<file path="src/rtl/pc_pkg.sv">
// Shared types, defaults and helpers for the IF-stage program-counter generator.
package pc_pkg;

    typedef enum logic [1:0] {
        PC_IDLE = 2'd0,
        PC_RUN  = 2'd1,
        PC_HOLD = 2'd2
    } pc_state_e;

    localparam int          PC_DEF_XLEN         = 32;
    localparam logic [31:0] PC_DEF_RESET_VECTOR = 32'h0000_0000;
    localparam int          PC_DEF_INSN_BYTES   = 4;

    // log2 of the instruction size (1, 2, 4 or 8 bytes)
    function automatic int align_bits(input int insn_bytes);
        int n;
        n = 0;
        for (int i = 0; i < 4; i++) begin
            if ((32'sd1 <<< i) == insn_bytes) begin
                n = i;
            end else begin
                n = n;
            end
        end
        return n;
    endfunction

endpackage

</file>
<file path="src/rtl/pc_gen_if.sv">
// Control and fetch-address bundle between the PC generator and its neighbours.
interface pc_gen_if
    import pc_pkg::*;
#(
    parameter int XLEN = PC_DEF_XLEN
) ();

    logic            start_i;
    logic            stall_i;
    logic            pc_write_i;
    logic            redirect_i;
    logic [XLEN-1:0] redirect_pc_i;
    logic [XLEN-1:0] pc_o;
    logic            pc_valid_o;
    logic            misalign_o;
    logic            redirect_pending_o;

    modport master (
        output start_i, stall_i, pc_write_i, redirect_i, redirect_pc_i,
        input  pc_o, pc_valid_o, misalign_o, redirect_pending_o
    );

    modport slave (
        input  start_i, stall_i, pc_write_i, redirect_i, redirect_pc_i,
        output pc_o, pc_valid_o, misalign_o, redirect_pending_o
    );

endinterface

</file>
<file path="src/rtl/pc_redirect_buf.sv">
// Pending redirect target with valid flag and misalignment pulse.
// capture together with clear means the target goes straight into the PC:
// only the misalignment check is recorded, nothing is kept pending.
module pc_redirect_buf
    import pc_pkg::*;
#(
    parameter int XLEN       = PC_DEF_XLEN,
    parameter int INSN_BYTES = PC_DEF_INSN_BYTES
) (
    input  logic            clk_i,
    input  logic            rst_n_i,
    input  logic            capture,
    input  logic            clear,
    input  logic [XLEN-1:0] target_i,
    output logic [XLEN-1:0] target_o,
    output logic            valid_o,
    output logic            misalign_o
);

    localparam int              ALIGN_BITS = align_bits(INSN_BYTES);
    localparam logic [XLEN-1:0] LOW_MASK   = XLEN'((64'd1 << ALIGN_BITS) - 64'd1);

    logic [XLEN-1:0] target_r;
    logic            valid_r;
    logic            misalign_r;

    // Hold the newest stalled redirect and flag misaligned targets for one cycle
    always_ff @(posedge clk_i or negedge rst_n_i) begin
        if (!rst_n_i) begin
            target_r   <= '0;
            valid_r    <= 1'b0;
            misalign_r <= 1'b0;
        end else begin
            misalign_r <= capture & (|(target_i & LOW_MASK));
            if (clear) begin
                target_r <= '0;
                valid_r  <= 1'b0;
            end else if (capture) begin
                target_r <= target_i & ~LOW_MASK;
                valid_r  <= 1'b1;
            end else begin
                target_r <= target_r;
                valid_r  <= valid_r;
            end
        end
    end

    assign target_o   = target_r;
    assign valid_o    = valid_r;
    assign misalign_o = misalign_r;

endmodule

</file>
<file path="src/rtl/pc_gen.sv">
// Program-counter generator: run/idle/hold sequencer plus the PC register.
module pc_gen
    import pc_pkg::*;
#(
    parameter int              XLEN         = PC_DEF_XLEN,
    parameter logic [XLEN-1:0] RESET_VECTOR = XLEN'(PC_DEF_RESET_VECTOR),
    parameter int              INSN_BYTES   = PC_DEF_INSN_BYTES
) (
    input  logic     clk_i,
    input  logic     rst_n_i,
    pc_gen_if.slave  bus
);

    localparam int              ALIGN_BITS = align_bits(INSN_BYTES);
    localparam logic [XLEN-1:0] LOW_MASK   = XLEN'((64'd1 << ALIGN_BITS) - 64'd1);

    pc_state_e       state_r;
    pc_state_e       state_next_s;
    logic [XLEN-1:0] pc_r;
    logic [XLEN-1:0] pc_next_s;
    logic            pc_valid_r;
    logic            advance_s;
    logic            capture_s;
    logic            clear_s;
    logic [XLEN-1:0] redirect_aligned_s;
    logic [XLEN-1:0] pending_target_s;
    logic            pending_valid_s;
    logic            misalign_s;

    assign advance_s          = ~bus.stall_i & bus.pc_write_i;
    assign redirect_aligned_s = bus.redirect_pc_i & ~LOW_MASK;

    pc_redirect_buf #(
        .XLEN       (XLEN),
        .INSN_BYTES (INSN_BYTES)
    ) u_redirect_buf (
        .clk_i      (clk_i),
        .rst_n_i    (rst_n_i),
        .capture    (capture_s),
        .clear      (clear_s),
        .target_i   (bus.redirect_pc_i),
        .target_o   (pending_target_s),
        .valid_o    (pending_valid_s),
        .misalign_o (misalign_s)
    );

    // Next state, next PC and redirect-buffer controls; start low overrides all
    always_comb begin
        state_next_s = state_r;
        pc_next_s    = pc_r;
        capture_s    = 1'b0;
        clear_s      = 1'b0;
        if (!bus.start_i) begin
            state_next_s = PC_IDLE;
            pc_next_s    = RESET_VECTOR;
            clear_s      = 1'b1;
        end else begin
            case (state_r)
                PC_IDLE: begin
                    state_next_s = PC_RUN;
                end
                PC_RUN: begin
                    if (advance_s) begin
                        if (bus.redirect_i) begin
                            pc_next_s = redirect_aligned_s;
                            capture_s = 1'b1;
                            clear_s   = 1'b1;
                        end else begin
                            pc_next_s = pc_r + XLEN'(INSN_BYTES);
                        end
                    end else if (bus.redirect_i) begin
                        capture_s    = 1'b1;
                        state_next_s = PC_HOLD;
                    end else begin
                        state_next_s = PC_RUN;
                    end
                end
                PC_HOLD: begin
                    if (advance_s) begin
                        pc_next_s    = bus.redirect_i ? redirect_aligned_s : pending_target_s;
                        capture_s    = bus.redirect_i;
                        clear_s      = 1'b1;
                        state_next_s = PC_RUN;
                    end else if (bus.redirect_i) begin
                        capture_s = 1'b1;
                    end else begin
                        state_next_s = PC_HOLD;
                    end
                end
                default: begin
                    state_next_s = PC_IDLE;
                    pc_next_s    = RESET_VECTOR;
                    clear_s      = 1'b1;
                end
            endcase
        end
    end

    // State, PC and fetch-valid registers
    always_ff @(posedge clk_i or negedge rst_n_i) begin
        if (!rst_n_i) begin
            state_r    <= PC_IDLE;
            pc_r       <= RESET_VECTOR;
            pc_valid_r <= 1'b0;
        end else begin
            state_r    <= state_next_s;
            pc_r       <= pc_next_s;
            pc_valid_r <= (state_next_s != PC_IDLE);
        end
    end

    assign bus.pc_o               = pc_r;
    assign bus.pc_valid_o         = pc_valid_r;
    assign bus.misalign_o         = misalign_s;
    assign bus.redirect_pending_o = pending_valid_s;

endmodule
</file>
<file path="src/flat_wrapper.sv">
// flat-port wrapper written by rule: the top's interface ports become plain ports
module pc_gen_flat import pc_pkg::*;
#(
    parameter int              XLEN         = PC_DEF_XLEN,
    parameter logic [XLEN-1:0] RESET_VECTOR = XLEN'(PC_DEF_RESET_VECTOR),
    parameter int              INSN_BYTES   = PC_DEF_INSN_BYTES
)
  (clk_i, rst_n_i, bus_start_i, bus_stall_i, bus_pc_write_i, bus_redirect_i, bus_redirect_pc_i, bus_pc_o, bus_pc_valid_o, bus_misalign_o, bus_redirect_pending_o);
  pc_gen_if #(.XLEN(XLEN)) bus_i ();
  input  logic clk_i;
  input  logic rst_n_i;
  input wire logic [$bits(bus_i.start_i)-1:0] bus_start_i;
  input wire logic [$bits(bus_i.stall_i)-1:0] bus_stall_i;
  input wire logic [$bits(bus_i.pc_write_i)-1:0] bus_pc_write_i;
  input wire logic [$bits(bus_i.redirect_i)-1:0] bus_redirect_i;
  input wire logic [$bits(bus_i.redirect_pc_i)-1:0] bus_redirect_pc_i;
  output wire logic [$bits(bus_i.pc_o)-1:0] bus_pc_o;
  output wire logic [$bits(bus_i.pc_valid_o)-1:0] bus_pc_valid_o;
  output wire logic [$bits(bus_i.misalign_o)-1:0] bus_misalign_o;
  output wire logic [$bits(bus_i.redirect_pending_o)-1:0] bus_redirect_pending_o;
  assign bus_i.start_i = bus_start_i;
  assign bus_i.stall_i = bus_stall_i;
  assign bus_i.pc_write_i = bus_pc_write_i;
  assign bus_i.redirect_i = bus_redirect_i;
  assign bus_i.redirect_pc_i = bus_redirect_pc_i;
  assign bus_pc_o = bus_i.pc_o;
  assign bus_pc_valid_o = bus_i.pc_valid_o;
  assign bus_misalign_o = bus_i.misalign_o;
  assign bus_redirect_pending_o = bus_i.redirect_pending_o;
  pc_gen #(.XLEN(XLEN), .RESET_VECTOR(RESET_VECTOR), .INSN_BYTES(INSN_BYTES)) u_core (.clk_i(clk_i), .rst_n_i(rst_n_i), .bus(bus_i));
endmodule
</file>
<file path="config.mk">
export PLATFORM = sky130hd
export DESIGN_NAME = pc_gen_flat
export DESIGN_NICKNAME = d
export VERILOG_FILES = /design/src/rtl/pc_pkg.sv /design/src/rtl/pc_gen_if.sv /design/src/rtl/pc_redirect_buf.sv /design/src/rtl/pc_gen.sv /design/src/flat_wrapper.sv
export SDC_FILE = /design/constraint.sdc
export NUM_CORES = 1
export LEC_CHECK = 0
export CORE_MARGIN = 5
export CORE_UTILIZATION = 49
export CTS_CLUSTER_DIAMETER = 60
export DETAILED_ROUTE_END_ITERATION = 7
export PLACE_DENSITY = 0.75
export SKIP_CTS_REPAIR_TIMING = 1
export SYNTH_ARGS = -nofsm -noshare
export SYNTH_HDL_FRONTEND = slang
export SYNTH_SLANG_ARGS = --single-unit
</file>
<file path="constraint.sdc">
create_clock -name clk_i -period 4.78 [get_ports clk_i]
set_input_delay 0.956 -clock clk_i [delete_from_list [all_inputs] [get_ports clk_i]]
set_output_delay 0.956 -clock clk_i [all_outputs]
set_load 0.02 [all_outputs]
</file>
# --- After elaboration in Yosys (flattened, before gate mapping) ---
# Cells that the tools add are included.
totals:
  reg_bits: 69
op_classes:
  reduce_logical: 5
  bitwise: 3
  n_eq_ne: 5
  mux: 24
  add_sub_neg: 1
ops:
  columns: ["cell", "n"]
  rows:
  - ["two-way mux 32 bit", 7]
  - ["one-hot mux 32 bit (3 select lines)", 1]
  - ["adder 32 x 3 -> 32 bit, second input constant", 1]
  - ["two-way mux 2 bit", 5]
  - ["two-way mux 1 bit", 8]
  - ["inequality test 3 x 2 -> 1 bit, second input constant", 2]
  - ["one-hot mux 2 bit (3 select lines)", 1]
  - ["nonzero test 2 bit", 2]
  - ["one-hot mux 1 bit (3 select lines)", 1]
  - ["AND reduction 3 bit", 1]
  - ["AND 1 bit", 2]
  - ["== test 2 x 1 -> 1 bit, second input constant", 1]
  - ["== test 2 bit, second input constant", 1]
  - ["zero test 2 bit", 1]
  - ["inequality test 2 bit, second input constant", 1]
  - ["one-hot mux 1 bit (2 select lines)", 1]
  - ["OR reduction 2 bit", 1]
  - ["inverter 1 bit", 1]

# --- Logic depth before layout (Yosys ltp) ---
# Gate-level depths: netlist (run 1).
depth:
  word_depth: 7
  ltp_mapped: 9
  mapped_depth_nobuf: 7

# --- Modules after synthesis ---
# Synthesis (run 1) repeated with hierarchy kept, for this count alone.
unflattened:
  hier_cells: 460
  hier_area_um2: 4250.3
modules_own_cells:
  columns: ["mod", "instances", "area_each_um2", "cells_per_inst"]
  rows:
  - ["pc_gen", 1, 2920.3, 355]
  - ["pc_redirect_buf", 1, 1330.0, 105]

# --- Worst setup path after synthesis (run 1) ---
# No wires, ideal clock.
synth_timing:
  path_kind: "input to register"
  from: "in bus_redirect_i"
  to: "reg u_core.pc_r[14] (netlist: u_core.bus.pc_o[14])"
  arrival_time_ns: 2.076
  cell_stages: 7
  required_ns: 4.653
  setup_slack_ns: 2.576
  cell_sequence: "buf_2 > buf_2 > mux2i_1 > nor2_1 > mux2_1 > a32oi_1 > o21ai_1"
synth_between:
  elab_chain_cells: 4
synth_lines:
  columns: ["item", "line", "text"]
  rows:
  - ["start: declaration", "flat_wrapper.sv:15", "input wire logic [$bits(bus_i.redirect_i)-1:0] bus_redirect_i;"]
  - ["two-way mux 32 bit (on tied branches)", "pc_gen.sv:80, pc_gen.sv:64", null]
  - ["two-way mux 32 bit (on tied branches)", "pc_gen.sv:79, pc_gen.sv:63", null]
  - ["one-hot mux 32 bit (3 select lines) *", "pc_gen.sv:58", "case (state_r)"]
  - ["two-way mux 32 bit *", "pc_gen.sv:53", "if (!bus.start_i) begin"]
  - ["end signal: assignment", "pc_gen.sv:107", "pc_r <= pc_next_s;"]
  - ["end: declaration", "pc_gen.sv:19", "logic [XLEN-1:0] pc_r;"]
# Mark *: on every way between the ends. The rest lies on a longest branch, timed or not. The select of a mux whose other input is x is not followed.
# A chain may end at the register's enable or synchronous reset.

# --- Final worst setup path (run 1) ---
layout_timing:
  from: "reg u_core.state_r[0]"
  to: "reg u_core.pc_r[12] (netlist: u_core.bus.pc_o[12])"
layout_between:
  elab_chain_cells: 3
layout_lines:
  columns: ["item", "line", "text"]
  rows:
  - ["start: declaration", "pc_gen.sv:17", "pc_state_e state_r;"]
  - ["start signal: assignment", "pc_gen.sv:106", "state_r <= state_next_s;"]
  - ["== test 2 bit, or another cell as far along", "pc_gen.sv:58", null]
  - ["inequality test 3 x 2 -> 1 bit (no line), or another cell as far along", null, null]
  - ["AND reduction 3 bit (no line) / two-way mux 32 bit (equally long branches)", null, null]
# Several ways; a longest one is shown, not always the timed one.

==> impl_metrics.py, run 1 <==
metrics = {
    "status": {
        "status": "completed",
    },
    "layout": {
        "final_common_cell": "nand2_1",
        "fin_util_pct": 60.40,
        "final_cell_mix": "nand2_1, clkdlybuf4s50_1, dfrtp_1",
        "drive_gt1_share_pct": 8.212,
        "area_growth_pct": 21.99,
        "nNetsFinal": 587,
        "antenna_cells": 0,
    },
    "yosys": {
        "ys_async_sr_fraction_pct": 100.0,
        "synth_cell_type_count": 63,
        "synth_flop_cell": "dfrtp_1",
        "syn-cell-area_sq_um": 4234,
        "synth_top_family_by_area": "simple AND/OR/NAND/NOR gates",
        "synth-compound-area-share_pct": 18.32,
        "synth_seq_cells": 65,
        "ys_seq_area_share_pct": 38.42,
        "syn_inst": 489,
        "syn_avg_cell_area_sq_um": 8.659,
        "ys.warnings.count": 0,
        "synthMuxAreaShare_pct": 9.013,
        "synth_edf_count": 0,
        "synth_adder_area_share_pct": 1.478,
        "synthXorXnorAreaFrac_pct": 4.344,
        "yosys.area_share.simple_pct": 23.58,
    },
    "sta": {
        "setup_ws_ns": 1.612,
        "max_slew_margin_pct": 17.94,
        "setup_viol": 0,
        "period_minus_slack_ns": 3.168,
        "period_share_pct": 66.27,
        "rsz0062_at_grt": "false",
        "whs_ns": 0.5033,
        "max_freq_ghz": 0.3157,
        "report.final.slew_viol_count": 0,
        "worstMarginPinSlew_ns": 1.231,
        "hold_viol": 0,
        "setup_tns_ns": 0,
        "finClkSkew_ns": 0.008630,
    },
    "worst_setup_path": {
        "crit_type": "reg -> reg",
        "crit_cells": 7,
        "path_buf_inv": 1,
        "crit_path_end": "u_core.bus.pc_o[12]$_DFFE_PN0P_",
        "slowest_stage": "a21oi_2",
        "r2r-start": "u_core.state_r[0]$_DFF_PN0_",
        "start_kind": "flop",
        "cp-startpoint": "u_core.state_r[0]$_DFF_PN0_",
        "endpoint_kind": "flop",
        "critPathMaxStageDelay_ns": 0.97,
        "crit_family": "compound AO/OA/AOI/OAI gates",
        "regToRegSetupSlack_ns": 1.61,
        "cp_max_fo": 19,
        "crit_required_ns": 4.97,
        "worstPathArrival_ns": 3.36,
        "timing.rr.end": "u_core.bus.pc_o[12]$_DFFE_PN0P_",
        "reg2reg_depth": 7,
        "timing.critical_path.cells": "inv_1 > ha_1 > or2_1 > a21oi_2 > mux2_2 > a22oi_1 > o21ai_0",
    },
    "clock_tree": {
        "clock_sinks": 65,
        "clock_path_buffers": 2,
        "path_clk_slew_ns": 0.07,
        "cts_tree": "done",
        "clock-root-buffer": "clkbuf_8",
        "cts_htree_levels": 3,
        "clock_latency_ns": 0.35,
        "numCtsBuffers": 9,
    },
    "grt": {
        "grt_max_degree": 35,
        "antenna_found_initial": 0,
        "grt_pass1_wl_mm": 19.70,
        "first_global_vias": 3881,
        "grt_overflow_total": 0,
        "grt_usage_pct": 23.69,
    },
    "floorplanning": {
        "dieHeight_um": 103.0,
        "die_w_um": 103.0,
        "ios": 73,
        "rows": 34,
        "initial_utilization_pct": 49.52,
        "die_area_sq_um": 10600,
        "coreArea_sq_um": 8551,
    },
    "detailed_routing": {
        "dr_total_vias": 3940,
        "ant_nets": 0,
        "via_per_inst": 6.006,
        "drc": 0,
        "wl_per_cell_um": 18.19,
        "drt_iter0_drc": 320,
        "finalWirelength_mm": 11.93,
        "dr.pass1.iters": 5,
    },
    "placement": {
        "port_buffers": 70,
        "gp_congestion": 0.8752,
        "place_hpwl_mm": 8.086,
        "dp_slack_ns": 1.345,
    },
    "power_and_ir_drop": {
        "ir_worst_vdd_mv": 0.1350,
        "power_density_nw_per_um2": 249.7,
        "power_uw": 1290,
        "leakagePower_uw": 0.002044,
    },
    "min_path": {
        "hold_class": "reg -> reg",
    },
    "run": {
        "maxCapViolCount": 0,
    },
}
-- cell families after synthesis --
logic type | count (synthesis)
simple gates | 195
mux | 36
buf+inv | 46
flops | 65
fa+ha+maj | 5
xor+xnor | 21
other cells | 1
compound gates | 120
-- area by class of cell --
cell class / instances / area [sq um]
Fill cell: 773 / 3386
Clock buffer: 12 / 155.1
Tap cell: 108 / 135.1
Clock inverter: 3 / 40.04
Multi-Input combinational cell: 379 / 2416
Sequential cell: 65 / 1627
Inverter: 11 / 41.29
Timing Repair Buffer: 78 / 750.7
-- metal layers --
layer / track usage, % / vias up / wire, um
li1: - / 1854 / -
met1: 31.14 / 1909 / 5019
met2: 38.78 / 147 / 5827
met3: 3.654 / 30 / 772
met4: 10.16 / 0 / 311
met5: 0 / - / 0
-- registers in the layout (all words and copies together), names as in the netlist --
name and cells:
u_core.u_redirect_buf.valid_o 1, u_core.bus.pc_o 30, u_core.u_redirect_buf.misalign_o 1, u_core.state_r 2
u_core.u_redirect_buf.target_o 30, u_core.bus.pc_valid_o 1
-- where the power goes --
group | switching [uW] | internal, uW
clock | 219 | 265
combinational | 140 | 85.6
sequential | 13.7 | 566
total | 373 | 917
-- worst reg2reg max path, cell delays in order (launching register included) --
cell	delay (ns)
dfrtp_1	0.40
inv_1	0.10
ha_1	0.41
or2_1	0.47
a21oi_2	0.97
mux2_2	0.43
a22oi_1	0.13
o21ai_0	0.11
-- stage by stage --
step | instances | cell area (sq um)
after floorplan | 490 | 4238
after global placement | 641 | 4970
after detailed placement | 641 | 4970
after CTS | 656 | 5165
after global routing | 656 | 5165
final | 656 | 5165
-- worst min-delay path by stage --
stage	from	to	slack [ns]	cells past startpoint
after floorplan	u_core.u_redirect_buf.target_o[31]$_DFFE_PN0P_	u_core.u_redirect_buf.target_o[31]$_DFFE_PN0P_	0.50	2
after global placement	u_core.u_redirect_buf.valid_o$_DFFE_PN0P_	u_core.u_redirect_buf.valid_o$_DFFE_PN0P_	0.48	2
after detailed placement	u_core.u_redirect_buf.valid_o$_DFFE_PN0P_	u_core.u_redirect_buf.valid_o$_DFFE_PN0P_	0.50	2
after CTS	u_core.u_redirect_buf.valid_o$_DFFE_PN0P_	u_core.u_redirect_buf.valid_o$_DFFE_PN0P_	0.51	2
after global routing	u_core.u_redirect_buf.target_o[10]$_DFFE_PN0P_	u_core.u_redirect_buf.target_o[10]$_DFFE_PN0P_	0.54	2
final	u_core.u_redirect_buf.valid_o$_DFFE_PN0P_	u_core.u_redirect_buf.valid_o$_DFFE_PN0P_	0.50	2
-- cells in the mapped netlist, types with 6 or more instances --
library cell / n / area [sq um]
xnor2_1: 12 / 105.1
mux2_1: 15 / 168.9
a21oi_1: 38 / 190.2
a221oi_1: 6 / 52.55
o21ai_1: 19 / 95.09
a22oi_1: 12 / 90.09
nor2_1: 31 / 116.4
xor2_1: 9 / 78.83
nand2b_1: 6 / 37.54
dfrtp_1: 65 / 1627
buf_2: 11 / 55.05
nand4_1: 10 / 62.56
nand2_1: 95 / 356.6
clkbuf_1: 17 / 63.81
inv_1: 11 / 41.29
o21ai_0: 10 / 50.05
nand3_1: 17 / 85.08
mux2i_1: 19 / 190.2
a32oi_1: 6 / 52.55
Power figures use the tool's default switching activity.
==> run 2, diff against run 1 <==
PLACE_DENSITY = 0.78   (was 0.75)
clock period = 2.7 ns   (was 4.78 ns; I/O delays follow)
==> impl_metrics.py, run 2 (synthesis results as in run 1) <==
metrics = {
    "sta": {
        "max_slew_margin_pct": 51.50,
        "rsz0062_at_grt": "false",
        "finClkSkew_ns": 0.01537,
        "period_minus_slack_ns": 2.385,
        "setup_tns_ns": 0,
        "period_share_pct": 88.35,
        "worstMarginPinSlew_ns": 0.7274,
        "report.final.slew_viol_count": 0,
        "setup_viol": 0,
        "max_freq_ghz": 0.4192,
        "hold_viol": 0,
    },
    "placement": {
        "gp_congestion": 0.8828,
        "port_buffers": 70,
        "place_hpwl_mm": 8.310,
    },
    "detailed_routing": {
        "wl_per_cell_um": 18.10,
        "drt_iter0_drc": 321,
        "dr.pass1.iters": 5,
        "finalWirelength_mm": 12.11,
        "ant_nets": 0,
        "dr_total_vias": 4017,
        "drc": 0,
        "via_per_inst": 6.004,
    },
    "layout": {
        "nNetsFinal": 599,
        "area_growth_pct": 25.56,
        "final_common_cell": "nand2_1",
        "drive_gt1_share_pct": 10.34,
        "fillCellCount": 723,
        "final_cell_mix": "nand2_1, clkdlybuf4s50_1, dfrtp_1",
        "antenna_cells": 0,
    },
    "min_path": {
        "hold_class": "in -> async",
    },
    "worst_setup_path": {
        "regToRegSetupSlack_ns": 0.31,
        "start_kind": "flop",
        "cp_max_fo": 19,
        "crit_required_ns": 2.93,
        "endpoint_kind": "flop",
        "crit_type": "reg -> reg",
        "worstPathArrival_ns": 2.61,
        "reg2reg_depth": 8,
    },
    "floorplanning": {
        "coreArea_sq_um": 8551,
        "die_area_sq_um": 10600,
        "die_w_um": 103.0,
        "dieHeight_um": 103.0,
        "initial_utilization_pct": 49.52,
        "rows": 34,
        "ios": 73,
    },
    "power_and_ir_drop": {
        "power_density_nw_per_um2": 467.0,
        "leakagePower_uw": 0.002124,
        "power_uw": 2483,
        "ir_worst_vdd_mv": 0.3076,
    },
    "clock_tree": {
        "clock_path_buffers": 2,
        "cts_tree": "done",
        "clock_sinks": 65,
        "clock_latency_ns": 0.36,
        "path_clk_slew_ns": 0.08,
        "numCtsBuffers": 9,
        "clock-root-buffer": "clkbuf_8",
        "cts_htree_levels": 3,
    },
    "run": {
        "maxCapViolCount": 0,
    },
    "status": {
        "status": "completed",
    },
    "grt": {
        "grt_pass1_wl_mm": 19.86,
        "first_global_vias": 3855,
        "grt_usage_pct": 23.92,
        "grt_overflow_total": 0,
        "grt_max_degree": 37,
        "antenna_found_initial": 0,
    },
}
## run 2: stage by stage
stage | util [%] | hold slack (ns) | worst slack (ns) | std cells | instance area [sq um]
4_1_cts | 62.17 | 0.2536 | 0.3256 | 669 | 5316
5_1_grt | 62.17 | 0.2904 | 0.2402 | 669 | 5316
2_1_floorplan | - | 0.2444 | 0.6075 | 490 | 4238
6_report | 62.17 | 0.2391 | 0.3146 | 669 | 5316
3_5_place_dp | 59.32 | 0.5002 | 0.2702 | 653 | 5072
3_3_place_gp | 59.32 | 0.4914 | 0.3027 | 653 | 5072
## run 2: power by group
group / switching (uW) / leakage [uW] / internal (uW) / total [uW]
Combinational: 252 / 0.00110 / 163 / 416
Sequential: 24.2 / 0.000899 / 1000 / 1030
Clock: 404 / 0.000120 / 638 / 1040
## run 2: area by class of cell
cell class | instances | area, sq um | share of cell area [%]
clock buffer | 11 | 141.4 | 2.659
clock inverter | 5 | 102.6 | 1.930
inverter | 11 | 41.29 | 0.7767
multi-input combinational | 379 | 2416 | 45.45
sequential | 65 | 1627 | 30.60
tap | 108 | 135.1 | 2.542
timing repair buffer | 90 | 853.3 | 16.05
## run 2: final timing paths
path | from | end
max in group asynchronous | rst_n_i | u_core.bus.pc_o[6]$_DFFE_PN0P_
worst max register to register | u_core.state_r[0]$_DFF_PN0_ | u_core.bus.pc_o[12]$_DFFE_PN0P_
worst min-delay path | rst_n_i | u_core.u_redirect_buf.target_o[31]$_DFFE_PN0P_
min in group clk_i | u_core.u_redirect_buf.valid_o$_DFFE_PN0P_ | u_core.u_redirect_buf.valid_o$_DFFE_PN0P_
worst max-delay path | u_core.state_r[0]$_DFF_PN0_ | u_core.bus.pc_o[12]$_DFFE_PN0P_
worst min register to register | u_core.u_redirect_buf.valid_o$_DFFE_PN0P_ | u_core.u_redirect_buf.valid_o$_DFFE_PN0P_
## run 2: critical path, cell delays in order (launching register included)
cell	delay, ns
dfrtp_1	0.41
inv_1	0.10
ha_1	0.21
or2_1	0.39
a21oi_2	0.19
buf_4	0.30
mux2_2	0.38
a22oi_1	0.16
o21ai_0	0.12
## run 2: per-layer routing
| metal | vias up | wire length, um | global-route usage (%) |
|---|---|---|---|
| li1 | 1876 | - | - |
| met1 | 1942 | 5205 | 33.46 |
| met2 | 172 | 5769 | 36.85 |
| met3 | 27 | 820 | 3.721 |
| met4 | 0 | 311 | 10.16 |
| met5 | - | 0 | 0 |
==> run 3, diff against run 2 <==
CAP_MARGIN = 20   (was default)
==> results of run 3 <==
Final layout, timing and power as in run 2 (identical DEF).
